### config.mk
export PLATFORM = sky130hd
export DESIGN_NAME = wb_stage
export DESIGN_NICKNAME = d
export VERILOG_FILES = /design/src/rtl/pipe_pkg.sv /design/src/rtl/load_align.sv /design/src/rtl/wb_stage.sv
export SDC_FILE = /design/constraint.sdc
export NUM_CORES = 1
export LEC_CHECK = 0
export CORE_ASPECT_RATIO = 0.75
export CORE_MARGIN = 2
export CORE_UTILIZATION = 38
export DETAILED_ROUTE_END_ITERATION = 10
export GPL_TIMING_DRIVEN = 0
export PLACE_DENSITY = 0.83
export SYNTH_ARGS = -nofsm -noshare
export SYNTH_HDL_FRONTEND = slang
export SYNTH_SLANG_ARGS = --single-unit
### constraint.sdc
create_clock -name clk -period 1.1 [get_ports clk]
set_clock_uncertainty 0.2 [all_clocks]
set_input_delay 0.11 -clock clk [delete_from_list [all_inputs] [get_ports clk]]
set_output_delay 0.11 -clock clk [all_outputs]
set_load 0.05 [all_outputs]
### src/rtl/pipe_pkg.sv
// Shared pipeline encodings: write-back source select and load types.
package pipe_pkg;

    localparam int XLEN_DEFAULT = 32;

    typedef enum logic [1:0] {
        WB_ALU = 2'd0,
        WB_MEM = 2'd1,
        WB_PC4 = 2'd2,
        WB_IMM = 2'd3
    } wb_sel_e;

    typedef enum logic [2:0] {
        LD_B  = 3'd0,
        LD_H  = 3'd1,
        LD_W  = 3'd2,
        LD_BU = 3'd3,
        LD_HU = 3'd4,
        LD_D  = 3'd5
    } load_type_e;

endpackage

### src/rtl/load_align.sv
// Combinational sub-word load extraction with sign/zero extension and
// alignment checking. Unsupported load types return zero and flag o_invalid.
module load_align
    import pipe_pkg::*;
#(
    parameter int XLEN = XLEN_DEFAULT
) (
    input  logic [2:0]      i_load_type,
    input  logic [2:0]      i_addr_lsb,
    input  logic [XLEN-1:0] i_read_data,
    output logic [XLEN-1:0] o_data,
    output logic            o_misalign,
    output logic            o_invalid
);

    // Only the byte offsets inside one XLEN word are meaningful.
    localparam int OFF_W = (XLEN == 64) ? 3 : 2;

    logic [OFF_W-1:0] w_off;
    logic [XLEN-1:0]  w_shift;

    assign w_off   = i_addr_lsb[OFF_W-1:0];
    assign w_shift = i_read_data >> {w_off, 3'b000};

    always_comb begin
        o_data     = '0;
        o_misalign = 1'b0;
        o_invalid  = 1'b0;
        case (i_load_type)
            LD_B:  o_data = XLEN'($signed(w_shift[7:0]));
            LD_BU: o_data = XLEN'(w_shift[7:0]);
            LD_H: begin
                o_data     = XLEN'($signed(w_shift[15:0]));
                o_misalign = i_addr_lsb[0];
            end
            LD_HU: begin
                o_data     = XLEN'(w_shift[15:0]);
                o_misalign = i_addr_lsb[0];
            end
            LD_W: begin
                o_data     = XLEN'($signed(w_shift[31:0]));
                o_misalign = |i_addr_lsb[1:0];
            end
            LD_D: begin
                if (XLEN == 64) begin
                    o_data     = w_shift;
                    o_misalign = |i_addr_lsb;
                end else begin
                    o_invalid = 1'b1;
                end
            end
            default: o_invalid = 1'b1;
        endcase
    end

endmodule

### src/rtl/wb_stage.sv
// MEM/WB pipeline register with write-back source select and load alignment.
// Define WB_BYPASS_EN to add a second stage holding the last committed write.
module wb_stage
    import pipe_pkg::*;
#(
    parameter int XLEN    = XLEN_DEFAULT,
    parameter int RADDR_W = 5,
    parameter int SEL_W   = 2
) (
    input  logic               clk,
    input  logic               rst_n,
    input  logic               in_valid,
    output logic               in_ready,
    input  logic               stall,
    input  logic               flush,
    input  logic [SEL_W-1:0]   wb_sel,
    input  logic [2:0]         load_type,
    input  logic [2:0]         addr_lsb,
    input  logic [XLEN-1:0]    read_data,
    input  logic [XLEN-1:0]    alu_result,
    input  logic [XLEN-1:0]    pc_plus4,
    input  logic [XLEN-1:0]    imm,
    input  logic [RADDR_W-1:0] rd_in,
    input  logic               reg_write_in,
    output logic               wb_valid,
    output logic               wb_we,
    output logic [RADDR_W-1:0] wb_rd,
    output logic [XLEN-1:0]    wb_data,
    output logic               misalign
`ifdef WB_BYPASS_EN
    ,
    output logic               byp_valid,
    output logic [RADDR_W-1:0] byp_rd,
    output logic [XLEN-1:0]    byp_data
`endif
);

    logic [XLEN-1:0] w_ld_data;
    logic            w_ld_misalign;
    logic            w_ld_invalid;
    logic [XLEN-1:0] w_wdata;
    logic            w_is_load;
    logic            w_misalign;
    logic            w_live;
    logic            w_we;
    logic            w_cap;

    load_align #(.XLEN(XLEN)) u_load_align (
        .i_load_type (load_type),
        .i_addr_lsb  (addr_lsb),
        .i_read_data (read_data),
        .o_data      (w_ld_data),
        .o_misalign  (w_ld_misalign),
        .o_invalid   (w_ld_invalid)
    );

    always_comb begin
        w_wdata = alu_result;
        case (wb_sel)
            WB_ALU:  w_wdata = alu_result;
            WB_MEM:  w_wdata = w_ld_data;
            WB_PC4:  w_wdata = pc_plus4;
            WB_IMM:  w_wdata = imm;
            default: w_wdata = alu_result;
        endcase
    end

    assign w_is_load  = (wb_sel == WB_MEM);
    assign w_misalign = w_is_load & w_ld_misalign;
    assign w_live     = in_valid & ~flush;
    assign w_we       = w_live & reg_write_in & (rd_in != '0)
                        & ~w_misalign & ~(w_is_load & w_ld_invalid);
    // Flush overrides stall so a squashed instruction never lingers.
    assign w_cap      = ~stall | flush;
    assign in_ready   = ~stall;

    logic               r_valid;
    logic               r_we;
    logic               r_misalign;
    logic [RADDR_W-1:0] r_rd;
    logic [XLEN-1:0]    r_data;

    always_ff @(posedge clk or negedge rst_n) begin
        if (!rst_n) begin
            r_valid    <= 1'b0;
            r_we       <= 1'b0;
            r_misalign <= 1'b0;
            r_rd       <= '0;
            r_data     <= '0;
        end else if (w_cap) begin
            r_valid    <= w_live;
            r_we       <= w_we;
            r_misalign <= w_live & w_misalign;
            if (w_live) begin
                r_rd   <= rd_in;
                r_data <= w_wdata;
            end
        end
    end

    assign wb_valid = r_valid;
    assign wb_we    = r_we;
    assign wb_rd    = r_rd;
    assign wb_data  = r_data;
    assign misalign = r_misalign;

`ifdef WB_BYPASS_EN
    logic               r_byp_valid;
    logic [RADDR_W-1:0] r_byp_rd;
    logic [XLEN-1:0]    r_byp_data;

    always_ff @(posedge clk or negedge rst_n) begin
        if (!rst_n) begin
            r_byp_valid <= 1'b0;
            r_byp_rd    <= '0;
            r_byp_data  <= '0;
        end else if (w_cap) begin
            r_byp_valid <= r_we & ~flush;
            if (!flush) begin
                r_byp_rd   <= r_rd;
                r_byp_data <= r_data;
            end
        end
    end

    assign byp_valid = r_byp_valid;
    assign byp_rd    = r_byp_rd;
    assign byp_data  = r_byp_data;
`endif

endmodule

# == Yosys cells after proc, flatten, opt, wreduce, memory -nomap -nowiden ==
# Cells that the tools add are included.
# word_totals
register_bits,40
latch_bits,0
mem_bits_rw,0
mem_bits_ro,0
input_bits,147
memories,0
# op_classes
addsub,0
mul,0
n_div,0
order_cmp,0
n_eq_ne,7
shift,1
muxes,4
bitwise_logic,13
reduce_logical,7
# ops
op,n
$pmux W32 S5,1
$pmux W32 S4,1
$shr A32 B5 Y32,1
$and A1 B1 Y1,8
$eq A3 B2 Y1 const B,2
$reduce_bool A5 Y1,1
$reduce_or A5 Y1,1
$eq A2 B2 Y1 const B,2
$not A1 Y1,4
$reduce_or A2 Y1,2
$eq A3 B1 Y1 const B,1
$eq A3 B3 Y1 const B,1
$logic_not A3 Y1,1
$eq A2 B1 Y1 const B,1
$logic_not A2 Y1,1
$pmux W1 S2,1
$reduce_and A2 Y1,1
$mux W1,1
$or A1 B1 Y1,1

# == Logic depth before layout (Yosys ltp) ==
# Gate-level depths: netlist of the first run.
# logic_depth
depth_word,7
ltp_mapped,8
depth_no_buf,5

# == Cells and area by module ==
# A second synthesis of the first run with hierarchy kept.
# hier_totals
hier_cells,323
hier_area_um2,3274.4
# modules_own_cells
mod,instances,cells_per_inst,area_each_um2,seq_area_each_um2
wb_stage,1,209,2328.5,1001.0
load_align,1,114,945.9,0.0

# == Least setup slack after synthesis of the first run ==
# Ideal clock, no wire load.
# synth_path
path_type,input-to-reg
startpoint,input port addr_lsb[0]
endpoint,"register r_data[6], in the netlist wb_data[6]"
setup_time_ns,0.118
arrival_ns,1.502
t_required_ns,0.782
slack_ns,-0.720
path_stages,8
path_cell_list,buf_2 buf_2 buf_2 mux2i_1 nand2_1 a32oi_1 a21oi_1 a21o_1
# synth_via
elab_chain_cells,3
# synth_lines
element,line,text
"start, declared",wb_stage.sv:18,"input logic [2:0] addr_lsb,"
$shr A32 B5 Y32,load_align.sv:23,"assign w_shift = i_read_data >> {w_off, 3'b000};"
$pmux W32 S5,load_align.sv:29,case (i_load_type)
$pmux W32 S4,wb_stage.sv:59,case (wb_sel)
"end signal, assigned",wb_stage.sv:96,r_data <= w_wdata;
"end, declared",wb_stage.sv:81,logic [XLEN-1:0] r_data;
# No other way between the ends.
# A chain may end at the register's enable or synchronous reset.

# == Worst setup path after layout of the first run ==
# layout_path
startpoint,input port load_type[0]
endpoint,"register r_data[27], in the netlist wb_data[27]"
# layout_via
elab_chain_cells,3
elab_cells_between_ends,7
# layout_lines
element,line,text
"start, declared",wb_stage.sv:17,"input logic [2:0] load_type,"
"$eq A3 B2 Y1, or another cell as far along",load_align.sv:29,
$pmux W32 S5 *,load_align.sv:29,
$pmux W32 S4 *,wb_stage.sv:59,
# Mark *: on every way between the ends. The rest lies on a longest branch, timed or not.

==> results.md, run 1 <==
- Status: complete, but fails checks
- Failing checks: hold timing, setup timing
- Clk_lat worst skew: 300 ps
- Pins over their slew limit: 0
- Detail Placement HPWL: 9.96 mm
- Leading area contributor after synthesis: dfrtp_1
- Hold WC Path Type: primary input to register
- Synthesized area per cell: 7.91 um^2
- Combinational power share: a little over half
- First-pass GRT wire length: 21.2 mm
- Util after Layout: 79.5%
- Die Span Y: 81.0 um
- Post-CTS Hold Fix Bufs: 6
- Cells after Synth: 380
- Drt pass-1 iters: 5
- DR vias/cell: 5.85
- Sequential power share: 29.2%
- Layout cells sized above 1: 34.9%
- Final hold vios: 2
- FF+latch count, synth: 40
- Pwr Total: 6.64 mW
- Htree depth: 2
- Worst path arrival time: 1530 ps
- Ys flop type: dfrtp_1
- Crit share post-route: 136%
- Deepest clock path buffer count: 2
- Final nets: 765
- Post-route minimum period: 1490 ps
- Multi-input gate area: 2270 um^2
- Final wirelength: 15.3 mm
- Die X: 107 um
- Final setup vio count: 74
- Total grt overflow: 0
- Final Cell Area: 6180 um^2
- Synthesis warning total: 0
- Pleak: 2.67 nW
- PnR worst setup slack: -391 ps
- Total track usage: between 30% and 40%
- Top layer in use: met4
- Via count: 4244
- Main area contributors after synthesis: dfrtp_1, mux2i_1, a21oi_1
- TritonCTS buffer count: 5
- Startpoint types: primary input
- Crit path max fanout: 7
- Vias in the first global route: 4142
- Clk slew on worst S/H paths: 90 ps
- Syn nets: 527
- EDFF count, synth: 0
- MaxCap Viol Count: 0
- CTS tree: built
- WL met2: 6.91 mm
- Area Overhead vs Synth: 106%
- Net Sw Frac: 41.9%
- Drc violations: 0
- Core area: 7780 um^2
- Yosys top cell area share: approximately a third
- Initial Util: 38.6%
- Cell variety after synth: 38
- Placer Congestion: around 0.92
- Die area: approximately 8600 um^2
- Pint: 3.86 mW
- Routed len/inst: approximately 21 um
- CTS Root Buffer Type: clkbuf_8
- Crit Reg-Reg Startpoint: wb_data[31]
- Reg2reg setup slack: -10 ps
- DR WL met3: 1.51 mm
- CP Capture Type: register
- Worst hold path cell count: 3
- Fillers: 503
- Power per cell area: 1070 nW/um^2
- DRT iter0 DRCs: 267
- Worst slew pin tran: ~570 ps
- Port Buffers: 182
- Area after DPL: 5050 um^2
- Post-Syn Area: ~3000 um^2
- Seq/Total Area, Yosys: 33.3%
- Hold path startpoint: stall
- Final antenna-violating net count: 0
- Post-synth ARST share: 100%
- P_sw: 2.79 mW
- CP required: 1130 ps
- RSZ-0062 raised after global routing: yes
- Slew HR: 61.8%
- Largest net degree at the start of global routing: 26
- Fin Hold WS: -56.0 ps
- CTS Sinks: 40
- Wire length on met1: 6.13 mm
- Hold endpoint: wb_valid
- FF+latch area: 1000 um^2
- Reg-to-reg endpoint: wb_data[31]
- Kind of critical path: primary input to register
- Worst reg2reg path depth: 3
- Clock network power share: 16.6%
- Fmax: 0.671 GHz
- Initial antenna violation count: 1
- Row count: 28
- IO Pins: 188
- VDD IR max: 0.747 mV
## layout make-up
class	count	share of cell area, %
Clock inverter	1	0.121
Multi-Input combinational cell	291	36.7
Tap cell	105	2.13
Timing Repair Buffer	232	37.4
Clock buffer	7	1.40
Buffer	31	5.04
Inverter	17	1.03
Antenna cell	1	0.0405
Sequential cell	40	16.2
## cells by family after synthesis
logic type,after synthesis,share of synthesized area [%]
AO/OA/AOI/OAI,140,28.9
AND/OR/NAND/NOR,105,15.7
flip-flops,40,33.3
XOR/XNOR,2,0.583
buffers and inverters,49,6.54
multiplexers,44,15.0
## routing by layer
layer | vias up | GRT usage, %
met2 | 301 | 52.4
met5 | - | 0
met3 | 75 | 8.27
li1 | 1849 | -
met4 | 0 | 13.0
met1 | 2019 | 40.2
## power groups by stage
stage / combinational (mW) / sequential [mW] / clock, mW
global route: 3.76 / 1.96 / 1.17
floorplan: 0.712 / 2.80 / 0
finish: 3.60 / 1.94 / 1.10
detailed placement: 2.94 / 1.89 / 0
CTS: 3.28 / 1.92 / 1.10
global placement: 2.90 / 1.88 / 0
## cell usage in the layout (no fill, tap or decap), types with 2 or more instances in the layout
| cell | n |
|---|---|
| a2111oi_4 | 2 |
| a21o_1 | 7 |
| a21oi_1 | 28 |
| a21oi_2 | 17 |
| a21oi_4 | 3 |
| a221oi_1 | 9 |
| a221oi_2 | 6 |
| a31oi_1 | 9 |
| a32oi_2 | 6 |
| buf_12 | 7 |
| buf_2 | 6 |
| buf_4 | 34 |
| buf_6 | 47 |
| buf_8 | 7 |
| clkbuf_1 | 2 |
| clkbuf_2 | 11 |
| clkbuf_4 | 6 |
| clkbuf_8 | 11 |
| clkdlybuf4s50_1 | 111 |
| dfrtp_1 | 39 |
| dlygate4sd2_1 | 18 |
| dlygate4sd3_1 | 6 |
| inv_1 | 16 |
| mux2_2 | 7 |
| mux2i_1 | 31 |
| mux2i_2 | 2 |
| mux2i_4 | 3 |
| nand2_1 | 39 |
| nor2_1 | 33 |
| nor2_4 | 3 |
| nor2b_1 | 2 |
| o21ai_0 | 27 |
| o21ai_1 | 3 |
| o21ai_2 | 12 |
| or3_1 | 15 |
## stage by stage
| step | setup WS [ps] | std cells | hold slack (ps) | setup TNS, ps |
|---|---|---|---|---|
| 2_1_floorplan | -521 | 380 | -386 | -14890 |
| 3_3_place_gp | -1490 | 667 | 258 | -111830 |
| 3_5_place_dp | -1360 | 668 | -118 | -59470 |
| 4_1_cts | -342 | 703 | 68.1 | -11410 |
| 5_1_grt | -436 | 725 | -18.2 | -14460 |
| 6_report | -391 | 725 | -56.0 | -12860 |
## worst max path at each step
stage / end / slack, ps / startpoint / cells after the start
global placement: wb_valid / -1490 / rst_n / 1
CTS: wb_data[29] / -340 / load_type[0] / 8
global route: wb_data[26] / -440 / wb_sel[0] / 5
floorplan: wb_data[25] / -520 / addr_lsb[0] / 5
finish: wb_data[27] / -390 / load_type[0] / 8
detailed placement: wb_data[26] / -1360 / load_type[0] / 7
## worst max-delay path, cell delays in order
cell and delay, ps:
buf_8 100, mux2i_1 110, mux2_4 290, a2111oi_4 360, buf_6 200, a21oi_4 60, buf_12 150, a21oi_2 140
## sequential cells by signal (all words and copies together), names as in the netlist
register  flops
wb_valid      1
misalign      1
wb_rd         5
wb_we         1
wb_data      32
## repair_timing
item / 4_1_cts / 5_1_grt
pin swaps: 55 / 22
gates resized for setup: 435 / 62
gates cloned: 2 / 1
setup endpoints to repair: 80 / 79
hold endpoints to repair: 45 / 1
setup buffers: 20 / 20
## cells in the mapped netlist (2+ instances only)
cell type  number
o21ai_0        35
dfrtp_1        40
a2111oi_0       2
mux2_2          8
xor2_1          2
mux2i_1        36
a21oi_1        47
nand2_1        40
a221oi_1       16
nor2_1         37
inv_1          17
a21o_1          7
nor2b_1         3
and2_1          2
a32oi_1         7
clkbuf_1       24
a31oi_1         9
buf_2           7
o21ai_1         7
or3_1          15
o22ai_1         2
(Power assumes the default switching activity.)
==> run 2: changes to the inputs <==
--- a/config.mk
+++ b/config.mk
@@ -5,12 +5,13 @@
 export SDC_FILE = /design/constraint.sdc
 export NUM_CORES = 1
 export LEC_CHECK = 0
+export ABC_AREA = 1
 export CORE_ASPECT_RATIO = 0.75
 export CORE_MARGIN = 2
-export CORE_UTILIZATION = 38
+export CORE_UTILIZATION = 40
 export DETAILED_ROUTE_END_ITERATION = 10
 export GPL_TIMING_DRIVEN = 0
-export PLACE_DENSITY = 0.83
+export PLACE_DENSITY = 0.82
 export SYNTH_ARGS = -nofsm -noshare
 export SYNTH_HDL_FRONTEND = slang
 export SYNTH_SLANG_ARGS = --single-unit
==> run 2 against run 1 <==
Against the previous run: the flow still finishes with violations (hold timing, setup timing); area after synthesis is 15% higher; fmax is 24% higher; global-route usage is 1.1 points higher; sequential share of layout area shrank 1.9 points; highest routed layer unchanged; power up 9.7%; non-clock buffer count is 35 higher.
==> results.md, run 2 <==
- Crit Reg-Reg Startpoint: wb_rd[0]
- First-pass GRT wire length: 24.7 mm
- FF+latch count, synth: 40
- Startpoint types: primary input
- DR vias/cell: 5.47
- Area after DPL: about 5500 um^2
- Placer Congestion: 0.883
- Final antenna-violating net count: 0
- Final setup vio count: 72
- Most common library cell in the layout ignoring fill and taps: nand2_1
- Top-count cell post-synth: nand2_1
- Clk_lat worst skew: 280 ps
- Pins over their slew limit: 0
- Crit share post-route: 109%
- DRT iter0 DRCs: ~550
- Post-Synth Simple-Gate Area: 49.2%
- Pleak: roughly 3.6 nW
- PnR worst setup slack: -103 ps
- Vias in the first global route: 5095
- CP required: 1070 ps
- Largest net degree at the start of global routing: 41
- Die area: 9370 um^2
- Worst slew pin tran: 924 ps
- Multi-input gate area: 2600 um^2
- Layout cells sized above 1: 35.2%
- Post-synth ARST share: 100%
- CP Capture Type: register
- Commonest non-fill, non-tap cells in the layout: nand2_1, clkdlybuf4s50_1, buf_4
- Status: complete, but fails checks
- Via count: between 5000 and 6000
- Main area contributors after synthesis: nand2_1, dfrtp_1, nor2_1
- TritonCTS buffer count: 5
- Die X: 111 um
- Hold WC Path Type: primary input to async pin
- Synthesis warning total: 0
- Area Overhead vs Synth: 103%
- EDFF count, synth: 0
- Row count: 29
- Clk slew on worst S/H paths: 60 ps
- Routed len/inst: between 15 and 20 um
- Cells after Synth: 607
- Final nets: 1019
- FF+latch area: 1000 um^2
- Reg2reg setup slack: -30 ps
- Post-route minimum period: 1200 ps
- Total track usage: 32.9%
- Xor/xnor cell area share of the yosys netlist: 0%
- Fillers: around 530
- Detail Placement HPWL: 11.2 mm
- Final wirelength: 17.7 mm
- Yosys top cell area share: 33.8%
- Initial antenna violation count: 0
- Fmax: 0.831 GHz
- Slew HR: 38.4%
- VDD IR max: roughly 0.82 mV
- Power per cell area: 1040 nW/um^2
- Dpl cells: about 900
- CTS tree: built
- Initial Util: 40.9%
- CTS Root Buffer Type: clkbuf_16
- Place WS: -895 ps
- Pwr Total: 7.29 mW
- Fin Hold WS: -243 ps
- Leading area contributor after synthesis: nand2_1
- Cell variety after synth: 26
- Largest register FFs: 32
- IO Pins: around 190
- Failing checks: hold timing, setup timing
- Adder-Cell Fraction of Synth Area: 0%
- Worst reg2reg path depth: 4
- Post-Syn Area: about 3400 um^2
- Reg-to-reg endpoint: wb_rd[0]
- Core area: approximately 8400 um^2
- Drc violations: 0
- RSZ-0062 raised after global routing: yes
- Mux share of post-synthesis cell area: 0%
- Ys flop type: dfrtp_1
- Synth Area in Compound Gates: 11.4%
- Total grt overflow: 0
- Largest family of logic cells by synthesized area: simple AND/OR/NAND/NOR gates
- Port Buffers: 183
- MaxCap Viol Count: 0
- Drt pass-1 iters: 5
- Kind of critical path: primary input to register
- Inserted Diodes: 0
- Non-filler instance count after layout: 981
- CTS Sinks: 40
- Deepest clock path buffer count: 2
- Util after Layout: between 80 and 90%
- Seq/Total Area, Yosys: 29.1%
- Syn nets: 754
- Worst path arrival time: approximately 1200 ps
- Die Span Y: 84.4 um
- Final Cell Area: ~7000 um^2
- Htree depth: 2
- Crit path max fanout: 7
- Final hold vios: 40
- Setup TNS: -3340 ps
- Top cells by count, synth: nand2_1, nor2_1, dfrtp_1, inv_1, nor3_1
- Synthesized area per cell: ~5.7 um^2
run 2: cell count changes in the layout (fill, tap and decap cells not counted), sizes merged, moves of 8 or more:
cell / before / now
nand3: 1 / 30
nor2: 37 / 45
buf: 101 / 145
a21oi: 48 / 9
nor3: 1 / 31
o211ai: 0 / 11
or3: 15 / 0
mux2i: 36 / 0
a221oi: 16 / 0
inv: 17 / 33
nand2: 40 / 311
mux2: 8 / 0
run 2: critical path, cell delays in order:
cell and delay (ps):
buf_12 110, or2_1 230, buf_6 170, buf_12 150, o21ai_1 140, nand2_1 80
nand2_1 110, nand2_1 70
run 2: how the worst max path moves through the flow:
stage               slack, ps         from  cells past startpoint           to
global route             -130   wb_data[6]                      1   wb_data[6]
detailed placement       -900        flush                      9  wb_data[18]
global placement        -1410        rst_n                      1   wb_data[7]
floorplan                -170    wb_sel[1]                      9  wb_data[17]
CTS                       -90  wb_data[21]                      1  wb_data[21]
finish                   -100    wb_sel[0]                      8  wb_data[29]
run 2: layout make-up:
type                       instances  share of cell area [%]
multi-input combinational        490                    37.2
timing repair buffer             258                    36.1
sequential                        40                    14.3
buffer                            40                    5.85
inverter                          36                    2.42
tap                              108                    1.93
clock buffer                       5                    1.79
clock inverter                     3                   0.269
timing repair inverter             1                   0.107
run 2: what timing repair did:
item / CTS / global route
endpoints found under the setup margin: 81 / 77
hold buffers: 1 / 3
resized for setup: 497 / 104
setup buffers: 38 / 23
cloned: 8 / 3
pin swaps: 73 / 39
endpoints found under the hold margin: 43 / 43
run 2: cell families after synthesis:
family / Yosys count
buf+inv: 77
flops: 40
compound gates: 70
simple gates: 420
run 2: metal layers:
layer | GRT usage [%] | vias up | wire [um]
met5 | 0 | - | 0
met4 | 11.0 | 0 | 592
met3 | 8.30 | 54 | 1810
met2 | 56.4 | 349 | 8610
met1 | 41.0 | 2514 | 6650
li1 | - | 2446 | -
run 2: where the power goes:
part           switching (mW)  total, mW  internal [mW]
Combinational            2.15       3.90           1.75
Sequential              0.216       1.94           1.72
Clock                   0.616       1.45          0.836
Total                    2.98       7.29           4.31
==> run 3: changes to the inputs <==
--- a/config.mk
+++ b/config.mk
@@ -14,4 +14,5 @@
 export PLACE_DENSITY = 0.82
 export SYNTH_ARGS = -nofsm -noshare
 export SYNTH_HDL_FRONTEND = slang
+export SYNTH_HIERARCHICAL = 1
 export SYNTH_SLANG_ARGS = --single-unit
==> run 3 against run 2 <==
Against the previous run: the flow finishes with violations (setup timing); combinational power decreased by 5.6%; core utilization decreased by 3.3 points; worst hold slack improved by 270 ps; clock power about the same; via count decreased by 2.0%; power decreased by 3.5%; count of clock-buffer cells in the layout unchanged; highest routed layer unchanged.
==> results.md, run 3 <==
- Failing checks: setup timing
- Die area: between 9000 and 10000 um^2
- Clk_lat worst skew: 280 ps
- Drt pass-1 iters: 7
- Initial Util: 41.4%
- First-pass GRT wire length: 24.7 mm
- Crit share post-route: 116%
- Main area contributors after synthesis: dfrtp_1, nand2_1, nand3_1
- Largest net degree at the start of global routing: 33
- TritonCTS buffer count: 5
- Placer Congestion: 0.981
- CTS Root Buffer Type: clkbuf_16
- Worst slew pin tran: 468 ps
- Drc violations: 0
- Inserted Diodes: 0
- Seq/Total Area, Yosys: between 20% and 30%
- Startpoint types: primary input
- Total track usage: 32.3%
- Final nets: 1007
- Final hold vios: 0
- Leading area contributor after synthesis: dfrtp_1
- FF+latch count, synth: 40
- Fmax: 0.783 GHz
- Most common library cell in the layout ignoring fill and taps: nand2_1
- Die Span Y: between 80 and 90 um
- Most common cell on crit path: nand2_1
- Sequential power share: 27.2%
- Post-synth ARST share: 100%
- Cells after Synth: ~610
- Hold WC Path Type: primary input to async pin
- P_sw: ~2.9 mW
- MaxCap Viol Count: 0
- Net Sw Frac: 40.7%
- Global route hottest layer: met2
- EDFF count, synth: 0
- CP required: 1070 ps
- Area Overhead vs Synth: 92.6%
- Post-Syn Area: 3530 um^2
- Worst Path Buf+Inv: 3
- Clk slew on worst S/H paths: 60 ps
- Power per cell area: 1040 nW/um^2
- Grt met3 use: 8.71%
- Worst path max stage delay: 220 ps
- Crit path max fanout: 7
- Routed len/inst: between 15 and 20 um
- Pins over their slew limit: 0
- Port Buffers: 184
- Row count: 29
- Slew HR: 68.8%
- Setup TNS: -5010 ps
- Final wirelength: 16.6 mm
- Dpl cells: between 900 and 1000
- Final setup vio count: approximately 70
- Clock network power share: 20.5%
- Non-filler instance count after layout: 969
- Via count: roughly 5300
- Worst path arrival time: 1250 ps
- Status: complete, but fails checks
- Syn nets: 759
- RSZ-0062 raised after global routing: yes
- Commonest non-fill, non-tap cells in the layout: nand2_1, clkdlybuf4s50_1, nor2_1
- Post-route minimum period: ~1300 ps
- Worst path top cell family by delay: simple AND/OR/NAND/NOR gates
- DR vias/cell: 5.42
- Slowest-stage cell, CP: o21bai_1
- VDD IR max: approximately 0.9 mV
- Synthesized area per cell: 5.77 um^2
- Die X: 112 um
- Total grt overflow: 0
- CTS Sinks: 40
- Htree depth: 2
- M1 GR Usage: 41.6%
- Synthesis warning total: 6
- CP Capture Type: register
- Layout cells sized above 1: 30.3%
- DRT iter0 DRCs: 496
- Largest register FFs: 32
- GRT met2 Usage: 54.3%
- Deepest clock path buffer count: 2
- Kind of critical path: primary input to register
- Top cells by count, synth: nand2_1, nor2_1, nand3_1, dfrtp_1, inv_1
- Final antenna-violating net count: 0
- PnR worst setup slack: -177 ps
- Worst path cell trace: buf_12, inv_8, nand2_2, nand3_4, nand3_4, buf_6, nand2_1, o21bai_1, nand3_1, nand2_1, nand2_1
- Yosys top cell area share: 28.4%
- Pleak: 3.54 nW
- CTS tree: built
- Top-count cell post-synth: nand2_1
- Ys flop type: dfrtp_1
- Detail Placement HPWL: 11.5 mm
- Core area: 8530 um^2
- Cell variety after synth: 19
- Vias in the first global route: 5054
- Fin Hold WS: ~23 ps
- Pint: roughly 4.2 mW
- Combinational power share: about 52%
- Initial antenna violation count: 0
- IO Pins: 188
==> run 3: changes by cell type in the layout (fill, tap and decap cells not counted), sizes merged, moves of 12 or more <==
cell,previous run,this run
clkbuf,24,12
o21bai,0,27
nor2,45,94
nand2,311,249
nor3,31,0
nand3,30,94
==> run 3: per-stage QoR <==
step	util [%]	area, um^2	power (mW)	worst slack (ps)
after floorplan	-	3640	3.59	-207
after global placement	65.9	5620	4.91	-1300
after detailed placement	66.1	5630	4.95	-1010
after CTS	75.8	6460	6.77	-148
after global routing	79.7	6800	7.30	-256
final	79.7	6800	7.04	-177
==> run 3: worst register-to-register path: stages (launching register included) <==
cell and delay [ps]:
dfrtp_1 400, buf_4 150, buf_4 130, nand2_2 50, o21ai_1 50
==> run 3: worst paths after layout <==
kind                                   from  cells past startpoint           to  slack [ps]
worst max-delay path            addr_lsb[0]                     11  wb_data[10]        -180
worst min-delay path                  rst_n                      2  wb_data[14]          20
worst max register to register     wb_rd[1]                      4     wb_rd[1]          20
worst min register to register   wb_data[7]                      2   wb_data[7]         300
max in group asynchronous             rst_n                      3   wb_data[1]         230
min in group clk                      stall                      5     wb_valid         110
==> run 3: final cells by class <==
cell class / count / area [um^2]
Clock inverter: 3 / 18.8
Buffer: 39 / 373
Multi-Input combinational cell: 496 / 2560
Tap cell: 108 / 135
Timing Repair Buffer: 242 / 2420
Fill cell: 598 / 1730
Inverter: 35 / 155
Timing Repair inverter: 1 / 7.51
Clock buffer: 5 / 125
Sequential cell: 40 / 1000
==> run 3: power by group through the flow <==
stage,logic [mW],registers (mW),clock network [mW]
finish,3.68,1.91,1.44
CTS,3.42,1.90,1.45
global placement,3.04,1.87,0
global route,3.88,1.93,1.49
floorplan,0.855,2.73,0
detailed placement,3.07,1.87,0
==> run 3: cells by family (layout without fill, tap and decap cells) <==
family	after synthesis	count (layout)	synth area share (%)
and+or+nand+nor	438	438	50.5
buffers and inverters	76	325	11.0
DFF	40	40	28.4
AOI/OAI and AO/OA	58	58	10.1
==> run 3: per-layer routing <==
metal	vias to the layer above	routed length (um)
met5	-	0
li1	2427	-
met3	43	1920
met2	366	7570
met4	0	418
met1	2419	6690
==> run 3: what timing repair did <==
action,4_1_cts,5_1_grt
gates resized for setup,468,70
cloned,9,1
hold buffers,1,0
setup buffers,33,14
hold endpoints to repair,40,0
endpoints found under the setup margin,81,73
pin swaps,70,48
